**config.mk**
```make
export PLATFORM = sky130hd
export DESIGN_NAME = counter_sched_flat
export DESIGN_NICKNAME = d
export VERILOG_FILES = /design/src/rtl/counter_sched_if.sv /design/src/rtl/counter_sched.sv /design/src/flat_wrapper.sv
export SDC_FILE = /design/constraint.sdc
export NUM_CORES = 1
export LEC_CHECK = 0
export ABC_AREA = 1
export ABC_CLOCK_PERIOD_IN_PS = 1700
export CAP_MARGIN = 10
export CORE_MARGIN = 4
export CORE_UTILIZATION = 44
export DETAILED_ROUTE_END_ITERATION = 7
export PLACE_DENSITY = 0.74
export SETUP_SLACK_MARGIN = 0.02
export SYNTH_ARGS = -nofsm -noshare
export SYNTH_HDL_FRONTEND = slang
export SYNTH_SLANG_ARGS = --single-unit
```
**constraint.sdc**
```tcl
create_clock -name clk -period 1.7 [get_ports clk]
set_input_delay 0.255 -clock clk [delete_from_list [all_inputs] [get_ports clk]]
set_output_delay 0.255 -clock clk [all_outputs]
set_load 0.005 [all_outputs]
```
**src/rtl/counter_sched_if.sv**
```systemverilog
// Request/grant and shared-counter bundle between the requesters and counter_sched.
interface counter_sched_if #(
  parameter int unsigned NREQ = 4,
  parameter int unsigned IDW  = 2,
  parameter int unsigned SIZE = 8
);
  logic [NREQ-1:0]      req;
  logic [NREQ*SIZE-1:0] len;
  logic [NREQ-1:0]      gnt;
  logic [IDW-1:0]       gnt_id;
  logic [NREQ-1:0]      done;
  logic                 busy;
  logic                 cnt_en;
  logic [SIZE-1:0]      count;

  modport master (
    output req, len,
    input  gnt, gnt_id, done, busy, cnt_en, count
  );

  modport slave (
    input  req, len,
    output gnt, gnt_id, done, busy, cnt_en, count
  );
endinterface

```
**src/rtl/counter_sched.sv**
```systemverilog
// Round-robin scheduler sharing one up-counter among NREQ requesters;
// each winner gets a counting window of its requested length, then a done pulse.
module counter_sched #(
  parameter int unsigned NREQ = 4,
  parameter int unsigned IDW  = 2,
  parameter int unsigned SIZE = 8
) (
  input  logic              clk,
  input  logic              rst,
  counter_sched_if.slave    bus
);

  typedef enum logic [1:0] {
    ST_IDLE  = 2'd0,
    ST_GRANT = 2'd1,
    ST_RUN   = 2'd2,
    ST_DONE  = 2'd3
  } state_e;

  state_e          state_q, state_d;
  logic [IDW-1:0]  last_q, last_d;
  logic [IDW-1:0]  gnt_id_q, gnt_id_d;
  logic [NREQ-1:0] gnt_q, gnt_d;
  logic [NREQ-1:0] done_q, done_d;
  logic            busy_q, busy_d;
  logic            cnt_en_q, cnt_en_d;
  logic [SIZE-1:0] count_q, count_d;
  logic [SIZE-1:0] target_q, target_d;

  logic [IDW-1:0]  winner_c;
  logic            found_c;
  int unsigned     idx;

  // Round-robin search starting just after the last served requester.
  always_comb begin
    winner_c = '0;
    found_c  = 1'b0;
    idx      = 0;
    for (int unsigned k = 1; k <= NREQ; k++) begin
      idx = (32'(last_q) + k) % NREQ;
      if (!found_c && bus.req[IDW'(idx)]) begin
        found_c  = 1'b1;
        winner_c = IDW'(idx);
      end
    end
  end

  always_comb begin
    state_d  = state_q;
    last_d   = last_q;
    gnt_id_d = gnt_id_q;
    gnt_d    = gnt_q;
    done_d   = '0;
    count_d  = count_q;
    target_d = target_q;

    case (state_q)
      ST_IDLE: begin
        if (found_c) begin
          state_d  = ST_GRANT;
          gnt_id_d = winner_c;
          gnt_d    = NREQ'(1) << winner_c;
          target_d = bus.len[32'(winner_c)*SIZE +: SIZE];
        end
      end
      ST_GRANT: begin
        if (!bus.req[gnt_id_q]) begin
          state_d = ST_IDLE;
          gnt_d   = '0;
          last_d  = gnt_id_q;
        end else begin
          count_d = '0;
          if (target_q == '0) begin
            state_d = ST_DONE;
            done_d  = gnt_q;
          end else begin
            state_d = ST_RUN;
          end
        end
      end
      ST_RUN: begin
        // An abort freezes the counter at its current value.
        if (!bus.req[gnt_id_q]) begin
          state_d = ST_IDLE;
          gnt_d   = '0;
          last_d  = gnt_id_q;
        end else begin
          count_d = count_q + SIZE'(1);
          if (count_q == target_q - SIZE'(1)) begin
            state_d = ST_DONE;
            done_d  = gnt_q;
          end
        end
      end
      ST_DONE: begin
        state_d = ST_IDLE;
        gnt_d   = '0;
        last_d  = gnt_id_q;
      end
      default: begin
        state_d = ST_IDLE;
        gnt_d   = '0;
      end
    endcase

    busy_d   = (state_d != ST_IDLE);
    cnt_en_d = (state_d == ST_RUN);
  end

  always_ff @(posedge clk) begin
    if (!rst) begin
      state_q  <= ST_IDLE;
      last_q   <= IDW'(NREQ - 1);
      gnt_id_q <= '0;
      gnt_q    <= '0;
      done_q   <= '0;
      busy_q   <= 1'b0;
      cnt_en_q <= 1'b0;
      count_q  <= '0;
      target_q <= '0;
    end else begin
      state_q  <= state_d;
      last_q   <= last_d;
      gnt_id_q <= gnt_id_d;
      gnt_q    <= gnt_d;
      done_q   <= done_d;
      busy_q   <= busy_d;
      cnt_en_q <= cnt_en_d;
      count_q  <= count_d;
      target_q <= target_d;
    end
  end

  assign bus.gnt    = gnt_q;
  assign bus.gnt_id = gnt_id_q;
  assign bus.done   = done_q;
  assign bus.busy   = busy_q;
  assign bus.cnt_en = cnt_en_q;
  assign bus.count  = count_q;

endmodule

```
**src/flat_wrapper.sv**
```systemverilog
// flat-port wrapper written by rule: the top's interface ports become plain ports
module counter_sched_flat 
#(
  parameter int unsigned NREQ = 4,
  parameter int unsigned IDW  = 2,
  parameter int unsigned SIZE = 8
)
  (clk, rst, bus_req, bus_len, bus_gnt, bus_gnt_id, bus_done, bus_busy, bus_cnt_en, bus_count);
  counter_sched_if #(.NREQ(NREQ), .IDW(IDW), .SIZE(SIZE)) bus_i ();
  input  logic clk;
  input  logic rst;
  input wire logic [$bits(bus_i.req)-1:0] bus_req;
  input wire logic [$bits(bus_i.len)-1:0] bus_len;
  output wire logic [$bits(bus_i.gnt)-1:0] bus_gnt;
  output wire logic [$bits(bus_i.gnt_id)-1:0] bus_gnt_id;
  output wire logic [$bits(bus_i.done)-1:0] bus_done;
  output wire logic [$bits(bus_i.busy)-1:0] bus_busy;
  output wire logic [$bits(bus_i.cnt_en)-1:0] bus_cnt_en;
  output wire logic [$bits(bus_i.count)-1:0] bus_count;
  assign bus_i.req = bus_req;
  assign bus_i.len = bus_len;
  assign bus_gnt = bus_i.gnt;
  assign bus_gnt_id = bus_i.gnt_id;
  assign bus_done = bus_i.done;
  assign bus_busy = bus_i.busy;
  assign bus_cnt_en = bus_i.cnt_en;
  assign bus_count = bus_i.count;
  counter_sched #(.NREQ(NREQ), .IDW(IDW), .SIZE(SIZE)) u_core (.clk(clk), .rst(rst), .bus(bus_i));
endmodule
```
==> results of run 1 <==
## layer usage
| layer | part of all wire | vias to the layer above | track usage |
|---|---|---|---|
| li1 | - | 1330 | - |
| met3 | 0.055 | 26 | 0.0363 |
| met1 | 0.41 | 1176 | 0.259 |
| met5 | 0 | - | 0 |
| met4 | 0.044 | 0 | 0.108 |
| met2 | 0.49 | 86 | 0.383 |
## Yosys cell counts (all sizes together)
library cell and count:
a211oi 1, a21boi 1, a21oi 21, a22oi 1, a31oi 1, buf 7, clkbuf 1, clkinv 1
dfxtp 32, ha 6, inv 43, nand2 131, nand3 38, nand4 2, nor2 38, nor3 5
nor3b 4, nor4 1, o211ai 2, o21ai 14, xnor2 1, xor2 5
## sequential cells by signal, summed over array words and instances (netlist names)
register	count
u_core.bus.count	8
u_core.bus.busy	1
u_core.bus.gnt	4
u_core.last_q	2
u_core.bus.cnt_en	1
u_core.state_q	2
u_core.bus.gnt_id	2
u_core.target_q	8
u_core.bus.done	4
## worst min path at each step
stage	slack [ps]	start	to
floorplan	460	rst	u_core.bus.gnt[0]$_SDFFE_PN0P_
detailed placement	480	u_core.bus.gnt[0]$_SDFFE_PN0P_	u_core.bus.gnt[0]$_SDFFE_PN0P_
finish	490	u_core.bus.gnt[0]$_SDFFE_PN0P_	u_core.bus.gnt[0]$_SDFFE_PN0P_
global placement	470	u_core.bus.gnt[1]$_SDFFE_PN0P_	u_core.bus.gnt[1]$_SDFFE_PN0P_
CTS	490	u_core.bus.gnt[1]$_SDFFE_PN0P_	u_core.bus.gnt[1]$_SDFFE_PN0P_
global route	500	u_core.bus.gnt[1]$_SDFFE_PN0P_	u_core.bus.gnt[1]$_SDFFE_PN0P_
## repair_timing
item	4_1_cts	5_1_grt
hold endpoints to repair	0	0
gates cloned	1	0
setup buffers	10	2
setup endpoints to repair	23	30
hold buffers	0	0
resized for setup	80	37
pin swaps	31	25
## logic make-up (layout without fill, tap and decap cells)
| group | Yosys count | after routing | share of synthesized area |
|---|---|---|---|
| AOI/OAI and AO/OA | 41 | 41 | 0.101 |
| xor gates and xnor gates | 6 | 6 | 0.0238 |
| adders and majority gates | 6 | 6 | 0.0341 |
| buffers and inverters | 52 | 150 | 0.107 |
| DFF | 32 | 32 | 0.291 |
| and+or+nand+nor | 219 | 220 | 0.443 |
## critical path, cell delays in order, from the launching register on
cell	delay, ps
dfxtp_2	330
buf_6	130
nand2_1	100
nand2_4	80
nand2_4	80
nand2_4	70
nor2_4	140
nand2_2	100
nor2_4	110
inv_2	50
nand2_4	130
buf_6	140
nand3_1	70
nand3_1	120
nor2_1	50
nor2_1	90
## power groups by stage
stage	registers, mW	logic [mW]	clock network [mW]
3_5_place_dp	1.13	3.77	0
2_1_floorplan	1.09	2.68	0
5_1_grt	1.18	5.55	0.684
6_report	1.16	5.07	0.641
4_1_cts	1.14	4.71	0.650
3_3_place_gp	1.13	3.69	0
## final cells by class
cell class,count,area share
tap,67,0.0234
inverter,44,0.0524
multi-input combinational,273,0.458
sequential,32,0.181
timing repair buffer,99,0.258
clock buffer,7,0.0269
==> impl_metrics.yaml, run 1 <==
power_and_ir_drop:
  seqPwrFrac: 0.169
  power.leakage_nw: 1.67
  p_sw_mw: 3.35
  combPwrFrac: 0.738
  power_density_nw_per_um2: 1920
  peakVddDrop_uv: 1160
  design_power_total_mw: 6.87
  internal_power_mw: 3.53
  swShare: 0.487
  clkPwrFrac: 0.093
detailed_routing:
  drt_pass1_iterations: 5
  wl_per_cell_um: 13.0
  drcViolationCount: 0
  routed_wl_um: 6770
  viasPerCell: 5.02
  num_vias: 2618
  drt_first_iter_violations: 138
  antenna_left: 0
worst_setup_path:
  crit_start: "u_core.last_q[0]$_SDFFE_PN1P_"
  r2r-end: "u_core.target_q[7]$_SDFFE_PN0P_"
  crit_path_start_kind: "register"
  critPathMaxFanout: 8
  end_kind: "register"
  endpoint: "u_core.target_q[7]$_SDFFE_PN0P_"
  path_class: "register to register"
  rrSetupSlack_ps: -150
  required_ps: 1930
  reg2reg_depth: 15
  crit-reg2reg-launch: "u_core.last_q[0]$_SDFFE_PN1P_"
  arrival_ps: 2080
die:
  io_pins: 58
  die-area_um2: 6200
  rows: 25
  die_w_um: 78.8
  die_h_um: 78.8
  fp.coreArea_um2: 4790
  start_util: 0.460
sta:
  whs_ps: 486
  hold_violations: 0
  skew_ps: 9.71
  finalWorstSetupSlack_ps: -154
  rsz0062_at_grt: "yes"
  max_slew_margin: 0.721
  period_share: 1.09
  setup_violations: 14
  period_needed_ps: 1850
  fin_tns_setup_ps: -904
  slew_violations: 0
  fmax_mhz: 539
  worst_slew_pin_slew_ps: 414
clock_network:
  cts_buffers: 5
  clk_pin_slew_ps: 70
  cts_buffer_depth: 2
  clock_latency_ps: 290
  cts_tree: "done"
  clockRootBuffer: "clkbuf_8"
  clock_sinks: 32
  h-tree-depth: 2
placed_design:
  gp_congestion: 0.938
  place_inst: 502
  port_buffers: 57
  pre_cts_ws_ps: -427
  dp_hpwl_um: 4640
  detailed_place.area_um2: 3020
grt:
  grt_pass1_wl_um: 10900
  grt_max_degree: 17
  antenna_found_initial: 0
  grtUsageTotal: 0.219
  grt_pass1_vias: 2543
  grt_overflow_total: 0
flow_run:
  drv_cap: 0
finish:
  final-seq-area_um2: 649
  final.fill_count: 381
  multi_input_area_um2: 1640
  diodes: 0
  syn2layout_area_growth_pct: 62.4
  fin_area_um2: 3580
  fin_cells: 522
  layout_commonest_cell: "nand2_1"
  utilization: 0.748
  nets: 499
  drive_gt1_frac: 0.341
  final_cell_mix: "nand2_1 (88), clkdlybuf4s50_1 (54), nand2_2 (32), buf_4 (32), nor2_1 (29)"
hold_path:
  hold_depth: 2
  min_path_type: "register to register"
logic_synthesis:
  synth_top_area_cell: "dfxtp_1"
  yosys_warnings: 0
  netlist.area_leader.share: 0.291
  synth-seq-cells: 32
  syn_nets: 400
  syn_area_um2: 2200
  synth_cell_types: 32
  synthCells: 356
  syn_area_per_cell_um2: 6.19
  ys_seq_area_frac: 0.291
  ys_top_cells_by_area: "dfxtp_1 (29%), nand2_1 (19%), nand3_1 (8.6%)"
run_status:
  status: "complete, but fails checks"
  violations: "setup timing"
No activity file was read; power rests on OpenSTA's default activity.
==> run 2, diff against run 1 <==
--- a/config.mk
+++ b/config.mk
@@ -7,7 +7,8 @@
 export LEC_CHECK = 0
 export ABC_AREA = 1
 export ABC_CLOCK_PERIOD_IN_PS = 1700
-export CAP_MARGIN = 10
+export CAP_MARGIN = 30
+export CORE_ASPECT_RATIO = 1.4
 export CORE_MARGIN = 4
 export CORE_UTILIZATION = 44
 export DETAILED_ROUTE_END_ITERATION = 7
==> impl_metrics.yaml, run 2 (synthesis results as in run 1) <==
grt:
  grt_max_degree: 17
  antenna_found_initial: 0
  grtUsageTotal: 0.224
  grt_overflow_total: 0
  grt_pass1_vias: 2619
  grt_pass1_wl_um: 10900
worst_setup_path:
  arrival_ps: 2070
  critPathMaxFanout: 8
  end_kind: "register"
  cp_slowest_cell: "dfxtp_4"
  path_class: "register to register"
  cp_cell_sequence: "inv_8, nand2_2, nand2_2, nand2_2, nand2_4, nor2_4, nand2_2, inv_2, nand2_4, buf_6, a22oi_2, nand2_2, nand2_2, nand2_1"
  slowest_delay_ps: 420
  crit_path_start_kind: "register"
  required_ps: 1880
  crit_path_frequent_cell: "nand2_2"
finish:
  fin_cells: 524
  final_cell_mix: "nand2_1 (84), clkdlybuf4s50_1 (53), buf_4 (37)"
  utilization: 0.772
  final.fill_count: 326
  drive_gt1_frac: 0.387
  diodes: 0
  fin_area_um2: 3740
  nets: 503
  final-seq-area_um2: 657
  multi_input_area_um2: 1740
  layout_commonest_cell: "nand2_1"
  syn2layout_area_growth_pct: 69.7
clock_network:
  clock_latency_ps: 290
  h-tree-depth: 2
  cts_buffers: 5
  cts_hold_buf: 0
  cts_tree: "done"
  clock_sinks: 32
  clockRootBuffer: "clkbuf_8"
  clk_pin_slew_ps: 70
  cts_buffer_depth: 2
power_and_ir_drop:
  swShare: 0.487
  p_sw_mw: 3.51
  peakVddDrop_uv: 1430
  clkPwrFrac: 0.111
  internal_power_mw: 3.70
  power.leakage_nw: 1.71
  combPwrFrac: 0.725
  power_density_nw_per_um2: 1930
  seqPwrFrac: 0.165
placed_design:
  detailed_place.area_um2: 3070
  gp_congestion: 0.852
  place_inst: 505
  dp_hpwl_um: 4700
  pre_cts_ws_ps: -420
  port_buffers: 57
detailed_routing:
  num_vias: 2658
  drcViolationCount: 0
  antenna_left: 0
  routed_wl_um: 6990
  viasPerCell: 5.07
  drt_pass1_iterations: 4
  wl_per_cell_um: 13.3
  drt_first_iter_violations: 103
hold_path:
  min_path_type: "register to register"
sta:
  hold_violations: 0
  slew_violations: 0
  period_needed_ps: 1890
  fmax_mhz: 530
  finalWorstSetupSlack_ps: -188
  period_share: 1.11
  worst_slew_pin_slew_ps: 288
  skew_ps: 7.06
  fin_tns_setup_ps: -1360
  rsz0062_at_grt: "yes"
  max_slew_margin: 0.806
  setup_violations: 15
die:
  io_pins: 58
  rows: 30
  die-area_um2: 6220
  start_util: 0.455
  die_w_um: 67.8
  die_h_um: 91.7
  fp.coreArea_um2: 4840
run_status:
  status: "complete, but fails checks"
  violations: "setup timing"
flow_run:
  drv_cap: 0
run 2: cell count changes in the layout (fill, tap and decap cells not counted), moves of 4 or more:
cell     change
o21ai_0      -4
o21ai_1      +4
nand3_1      -4
buf_4        +5
nand2_2      +4
nand2_1      -4
run 2: critical path, delay by kind of cell, from the launching register on:
| family | cells | cell delay (ps) |
|---|---|---|
| AO/OA/AOI/OAI | 1 | 180 |
| flip-flops | 1 | 420 |
| AND/OR/NAND/NOR | 10 | 900 |
| buffers and inverters | 3 | 270 |
run 2: layout make-up:
type,count,share of cell area
multi-input combinational,274,0.467
timing repair buffer,101,0.247
tap,64,0.0214
clock inverter,1,0.00803
clock buffer,7,0.0258
timing repair inverter,1,0.00234
sequential,32,0.176
inverter,44,0.0535
run 2: final timing paths:
kind	startpoint	end	slack (ps)	depth (start not counted)
max	u_core.last_q[0]$_SDFFE_PN1P_	u_core.bus.busy$_SDFF_PN0_	-190	14
min	u_core.bus.gnt[2]$_SDFFE_PN0P_	u_core.bus.gnt[2]$_SDFFE_PN0P_	490	2
max reg2reg	u_core.last_q[0]$_SDFFE_PN1P_	u_core.bus.busy$_SDFF_PN0_	-190	14
min reg2reg	u_core.bus.gnt[2]$_SDFFE_PN0P_	u_core.bus.gnt[2]$_SDFFE_PN0P_	490	2
run 2: through the flow:
step / hold slack (ps) / power [mW]
final: 486 / 7.20
after CTS: 486 / 6.55
after global placement: 476 / 4.86
after floorplan: 458 / 3.77
after detailed placement: 474 / 4.92
after global routing: 507 / 7.76
run 2: repair_timing:
item | in CTS | in global routing
buffers inserted | 5 | 4
endpoints found under the setup margin | 29 | 30
gates cloned | 3 | 1
hold endpoints to repair | 0 | 0
resized for setup | 88 | 60
pin swaps | 37 | 32
run 2: power groups by stage:
stage / Sequential, mW / Combinational [mW] / Clock [mW]
global placement: 1.12 / 3.74 / 0
global route: 1.21 / 5.71 / 0.838
detailed placement: 1.13 / 3.79 / 0
CTS: 1.17 / 4.58 / 0.805
finish: 1.19 / 5.22 / 0.797
floorplan: 1.09 / 2.68 / 0
run 2: per-layer routing:
layer  share of wire  vias up  GRT usage  wire length [um]
met5               0        -          0                 0
met4           0.027        0     0.0962               191
met3           0.036       18     0.0282               252
met2            0.57       72      0.428              3960
li1                -     1345          -                 -
met1            0.37     1223      0.231              2590
==> run 3, diff against run 2 <==
--- a/config.mk
+++ b/config.mk
@@ -7,7 +7,7 @@
 export LEC_CHECK = 0
 export ABC_AREA = 1
 export ABC_CLOCK_PERIOD_IN_PS = 1700
-export CAP_MARGIN = 30
+export CAP_MARGIN = 10
 export CORE_ASPECT_RATIO = 1.4
 export CORE_MARGIN = 4
 export CORE_UTILIZATION = 44
==> results of run 3 <==
No change in the layout: final DEF, timing and power equal those of run 2.
